## src/rtl/reg_file_2r1w.sv

```systemverilog
// -----------------------------------------------------------------------------
// reg_file_2r1w
//
// Purpose:
//   32-entry general-purpose register file for the single-cycle MIPS datapath.
//   One synchronous write port (writeback path) and two asynchronous read
//   ports (ALU operand A, and input "a" of the ALU-operand select mux).
//   Register 0 is hardwired to zero on both read ports.
//
// Parameters:
//   DATA_W  register width in bits            (default 32)
//   ADDR_W  register address width            (default 5, depth = 2**ADDR_W)
//
// Ports:
//   clk   in   1       system clock, all state updates on the rising edge
//   rst   in   1       synchronous active-high reset, clears every entry
//   ra1   in   ADDR_W  read address, port 1 (rs field)
//   ra2   in   ADDR_W  read address, port 2 (rt field)
//   rd1   out  DATA_W  read data, port 1 (ALU operand A)
//   rd2   out  DATA_W  read data, port 2 (operand mux input a)
//   we    in   1       write enable
//   wa    in   ADDR_W  write address (after RegDst selection)
//   wd    in   DATA_W  write data (after MemtoReg selection)
//
// Handshake:
//   There is no valid/ready pair. A write is presented for one cycle with
//   we=1 and is always accepted on the next rising edge; reads are
//   combinational and always valid for the current ra1/ra2.
//
// Configuration macro:
//   REGFILE_BYPASS_EN  when defined, a write in progress (we=1, rst=0,
//                      wa!=0) is forwarded combinationally to any read port
//                      whose address matches wa. When undefined, a
//                      same-address read returns the stored (old) value
//                      until the rising edge.
// -----------------------------------------------------------------------------
module reg_file_2r1w #(
  parameter int DATA_W = 32,
  parameter int ADDR_W = 5
) (
  input  logic              clk,
  input  logic              rst,
  input  logic [ADDR_W-1:0] ra1,
  input  logic [ADDR_W-1:0] ra2,
  output logic [DATA_W-1:0] rd1,
  output logic [DATA_W-1:0] rd2,
  input  logic              we,
  input  logic [ADDR_W-1:0] wa,
  input  logic [DATA_W-1:0] wd
);

  localparam int DEPTH = 2 ** ADDR_W;

  // Storage array. Entry 0 is cleared on reset and never written, but the
  // read path masks it anyway so register 0 reads zero in every situation.
  logic [DATA_W-1:0] mem_q [DEPTH];

  // A write takes effect only when enabled, not in reset, and not aimed at
  // register 0 (writes to register 0 are silently dropped).
  logic wr_fire_d;

  // Raw array reads before the register-0 mask and any forwarding.
  logic [DATA_W-1:0] arr_rd1;
  logic [DATA_W-1:0] arr_rd2;

  assign wr_fire_d = we && !rst && (wa != '0);

  // ---------------------------------------------------------------------------
  // Write port / synchronous reset. Reset dominates the write enable.
  // ---------------------------------------------------------------------------
  always_ff @(posedge clk) begin
    if (rst) begin
      for (int i = 0; i < DEPTH; i++) begin
        mem_q[i] <= '0;
      end
    end else if (wr_fire_d) begin
      mem_q[wa] <= wd;
    end
  end

  // ---------------------------------------------------------------------------
  // Read ports: combinational, zero latency.
  // ---------------------------------------------------------------------------
  assign arr_rd1 = mem_q[ra1];
  assign arr_rd2 = mem_q[ra2];

  always_comb begin
    rd1 = '0;
    rd2 = '0;

    if (ra1 != '0) begin
      rd1 = arr_rd1;
    end
    if (ra2 != '0) begin
      rd2 = arr_rd2;
    end

`ifdef REGFILE_BYPASS_EN
    // Forward the value being written so a reader in the same cycle sees it
    // before the edge. wr_fire_d already excludes reset and register 0, so
    // register 0 is never forwarded.
    if (wr_fire_d && (wa == ra1)) begin
      rd1 = wd;
    end
    if (wr_fire_d && (wa == ra2)) begin
      rd2 = wd;
    end
`endif
  end

endmodule

```

## config.mk

```make
export PLATFORM = sky130hd
export DESIGN_NAME = reg_file_2r1w
export DESIGN_NICKNAME = d
export VERILOG_FILES = /design/src/rtl/reg_file_2r1w.sv
export SDC_FILE = /design/constraint.sdc
export NUM_CORES = 2
export LEC_CHECK = 0
export CORE_MARGIN = 1
export CORE_UTILIZATION = 55
export CTS_BUF_LIST = sky130_fd_sc_hd__clkbuf_8
export CTS_CLUSTER_DIAMETER = 60
export DETAILED_ROUTE_END_ITERATION = 10
export MAX_ROUTING_LAYER = met4
export PLACE_DENSITY = 0.8
export SYNTH_ARGS = -nofsm -noshare
export SYNTH_HDL_FRONTEND = slang
export SYNTH_SLANG_ARGS = --single-unit
```

## constraint.sdc

```tcl
create_clock -name clk -period 3.7 [get_ports clk]
set_input_delay 1.11 -clock clk [delete_from_list [all_inputs] [get_ports clk]]
set_output_delay 1.11 -clock clk [all_outputs]
set_load 0.05 [all_outputs]
```

==> flow_metrics.py <==
metrics = {
    "synth": {
        "yosys-mux-area-fraction_pct": 22.99,
        "avgSynthCellArea_um2": 15.49,
        "synthMostInstantiatedCell": "sky130_fd_sc_hd__edfxtp_1",
        "yosysTopAreaCell": "sky130_fd_sc_hd__edfxtp_1",
        "synthDominantCellAreaShare_pct": 56.70,
        "synth.distinct_cells": 42,
        "yosys_register_bits": 1024,
        "async_flop_share_pct": 0,
        "synth_enable_flop_cells": 1024,
        "ys_warn_count": 0,
        "dominant_combinational_cell_family_by_area_after_synthesis": "multiplexers",
        "netlist_top_cells_area": "sky130_fd_sc_hd__edfxtp_1, sky130_fd_sc_hd__mux4_2, sky130_fd_sc_hd__and2_1",
        "synthTopCellsByCount": "sky130_fd_sc_hd__edfxtp_1, sky130_fd_sc_hd__and2_1, sky130_fd_sc_hd__mux4_2",
        "synth.yosys.seq_area_share_pct": 56.70,
        "synth-main-ff-cell": "sky130_fd_sc_hd__edfxtp_1",
        "synth-adder-area-share_pct": 0,
        "synth-simple-area-share_pct": 13.33,
        "synth_compound_gate_area_share_pct": 3.652,
        "syn_area_mm2": 0.05423,
        "yosys.area_share.xor_xnor_pct": 0,
        "syn_inst": 3502,
    },
    "cts": {
        "worst_path_clk_slew_ns": 0.06,
        "cts-htree-levels": 4,
        "clock-sinks": 1024,
        "clock_path_buffers": 3,
        "tritoncts": "built",
        "cts_root_buf": "sky130_fd_sc_hd__clkbuf_8",
        "tritoncts.num_buffers": 168,
        "holdBufCountCts": 0,
    },
    "power": {
        "leakagePower_uw": 0.02442,
        "seq_power_share_pct": 48.4,
        "p_int_uw": 20390,
        "max_rail_drop_vdd_mv": 0.3350,
        "power.share.switching_pct": 28.35,
        "power_frac_clock_pct": 32.8,
        "power_density_mw_per_mm2": 413.8,
        "comb_power_share_pct": 18.7,
        "post-layout-total-power_uw": 28460,
        "power.switching_uw": 8067,
    },
    "timing": {
        "finalCriticalPeriod_ns": 4.287,
        "rsz0062_at_grt": "true",
        "hold_viol": 0,
        "layout_setup_ws_ns": -0.5873,
        "totalNegativeSetupSlack_ns": -26.84,
        "post-route-period-util_pct": 115.9,
        "setup_violations": 64,
        "max_slew_margin_pct": 19.62,
        "holdWs_ns": 0.8972,
        "worstMarginPinSlew_ns": 1.202,
        "report.final.slew_viol_count": 0,
        "max_freq_mhz": 233.2,
    },
    "setup_path": {
        "cell_occurring_most_often_along_the_worst_timing_path": "sky130_fd_sc_hd__buf_16",
        "timing.critical_path.to_type": "output pin",
        "timing.critical_path.slowest_cell_delay_ns": 0.56,
        "worstSetupPathDepth": 8,
        "critical-path-top-delay-family": "buffers and inverters",
        "critical_path.startpoint": "ra1[0]",
        "timing.setup.critical_path_class": "input port to output pin",
        "worstPathArrival_ns": 3.18,
        "path_cells": "buf_16 > buf_16 > buf_12 > mux4_2 > mux2i_1 > o21ai_4 > nor4b_4 > buf_6",
        "worstSetupStartpointType": "input port",
        "worstPathMaxFanout": 7,
        "cp_data_required_time_ns": 2.59,
        "worstPathBufferInverterCount": 4,
        "critPathSlowestCell": "sky130_fd_sc_hd__nor4b_4",
    },
    "run": {
        "drv.max_cap_violation_count": 0,
    },
    "layout": {
        "register_with_the_most_flip_flops": "mem_q",
        "nets": 4018,
        "number_of_flip_flops_under_the_largest_register_name": 1024,
        "synthToLayoutAreaGrowth_pct": 26.81,
        "biggestRegsByFlops": "mem_q x1024",
        "ff_latch_area_mm2": 0.03075,
        "drive_gt1_share_pct": 41.72,
        "multiInputGateArea_mm2": 0.02528,
        "n_fill_cell": 5698,
        "utilization_pct": 70.80,
    },
    "global_route": {
        "globalRoute.totalOverflow": 0,
        "grt_first_pass_wirelength_um": 266400,
        "grt_most_used_layer": "met2",
        "grt_use_met1_pct": 49.35,
        "antenna_found_initial": 9,
        "grt_max_degree": 49,
        "global_route_met3_utilization_pct": 9.915,
        "groute.layer.met2.usage_pct": 57.71,
        "grt_pass1_vias": 38240,
        "groute.usage.overall_pct": 39.14,
    },
    "min_path": {
        "timing.hold.worst_endpoint": "mem_q[0][26]",
        "timing.hold.worst.start": "rst",
        "worstHoldPathCells": 2,
        "worst_hold_path_type": "input port to flop",
    },
    "route": {
        "drt_first_iter_violations": 5754,
        "route.antenna.remaining_nets": 0,
        "routed_wirelength_um": 187100,
        "post_drt_via_cell_ratio": 6.947,
        "avgRoutedWirePerCell_um": 34.77,
        "vias": 37380,
        "number_of_design_rule_violations_left_after_detail_routing": 0,
        "detailedRoute.firstPassIterationCount": 6,
    },
    "floorplan": {
        "core_footprint_mm2": 0.09714,
        "initial_util_pct": 55.83,
        "die-width_um": 316.0,
        "floorplan.die.height_um": 316.0,
        "die_area_mm2": 0.09987,
        "row_count": 114,
        "ioPinCount": 114,
    },
    "place": {
        "place_hpwl_um": 115700,
        "gp_congestion": 0.9821,
        "port_buffers": 113,
    },
    "outcome": {
        "failing_checks": "setup timing",
        "status": "finished, violations left",
    },
}
power groups by stage:
stage | sequential (uW) | combinational [uW] | clock [uW]
finish | 13800 | 5340 | 9340
global route | 13800 | 5410 | 9820
CTS | 13800 | 5180 | 9300
detailed placement | 14000 | 4660 | 0
global placement | 13900 | 4610 | 0
floorplan | 13800 | 3020 | 0
logic make-up (layout without fill, tap and decap cells):
logic type,count (synthesis),after routing
AO/OA/AOI/OAI,259,259
buffers and inverters,389,955
flip-flops,1024,1024
multiplexers,652,652
other,1,38
AND/OR/NAND/NOR,1177,1177
area by class of cell:
type | instances | area share, %
inverters | 2 | 0.01637
repair buffers | 652 | 11.77
diodes | 6 | 0.02183
flip-flops and latches | 1024 | 44.71
well taps | 1276 | 2.321
clock inverters | 133 | 1.037
clock buffers | 168 | 3.362
multi-input cells | 2120 | 36.76
worst max-delay path by stage:
stage / endpoint / slack (ns)
after global placement: rd1[16] / -0.98
final: rd1[21] / -0.59
after CTS: rd1[27] / -0.51
after global routing: rd1[17] / -0.54
after floorplan: rd1[4] / -0.20
after detailed placement: rd1[21] / -1.01
repair_timing:
item | CTS | global route
cloned | 29 | 3
resized for setup | 326 | 49
setup buffers | 65 | 17
endpoints found under the setup margin | 64 | 64
pin swaps | 128 | 58
through the flow:
stage	area [um^2]	cells	setup WS (ns)
floorplan	57650	3533	-0.2025
global placement	62760	4979	-0.9791
detailed placement	62760	4979	-1.009
CTS	68530	5365	-0.5130
global route	68770	5378	-0.5423
finish	68770	5381	-0.5873
per-layer routing:
| layer | share of wire (%) | vias to the layer above | wire (um) |
|---|---|---|---|
| met5 | 0 | - | 0 |
| met4 | 7.1 | 0 | 13360 |
| met3 | 14 | 735 | 26520 |
| met2 | 46 | 3324 | 85150 |
| met1 | 33 | 18760 | 62040 |
| li1 | - | 14570 | - |
cell usage in the layout, fill, tap and decap left out, types with 7 or more instances in the layout:
cell type and count:
sky130_fd_sc_hd__clkinv_1 39, sky130_fd_sc_hd__buf_4 305, sky130_fd_sc_hd__clkbuf_8 168, sky130_fd_sc_hd__inv_1 54, sky130_fd_sc_hd__o22ai_1 8, sky130_fd_sc_hd__o22ai_4 43
sky130_fd_sc_hd__mux4_2 472, sky130_fd_sc_hd__mux2i_2 16, sky130_fd_sc_hd__a22o_1 24, sky130_fd_sc_hd__buf_16 33, sky130_fd_sc_hd__nand2_1 7, sky130_fd_sc_hd__a22oi_1 15
sky130_fd_sc_hd__nor2_2 32, sky130_fd_sc_hd__conb_1 32, sky130_fd_sc_hd__mux2i_1 118, sky130_fd_sc_hd__buf_6 106, sky130_fd_sc_hd__edfxtp_1 1024, sky130_fd_sc_hd__mux2i_4 16
sky130_fd_sc_hd__or2_2 32, sky130_fd_sc_hd__buf_12 138, sky130_fd_sc_hd__clkdlybuf4s50_1 38, sky130_fd_sc_hd__mux2_2 26, sky130_fd_sc_hd__nor2b_1 7, sky130_fd_sc_hd__and2_1 992
sky130_fd_sc_hd__o22ai_2 52, sky130_fd_sc_hd__a2111oi_4 54, sky130_fd_sc_hd__nor3_4 54, sky130_fd_sc_hd__buf_8 20, sky130_fd_sc_hd__clkinvlp_4 7, sky130_fd_sc_hd__a22o_4 25
sky130_fd_sc_hd__clkinv_2 23
Power figures use the tool's default switching activity.
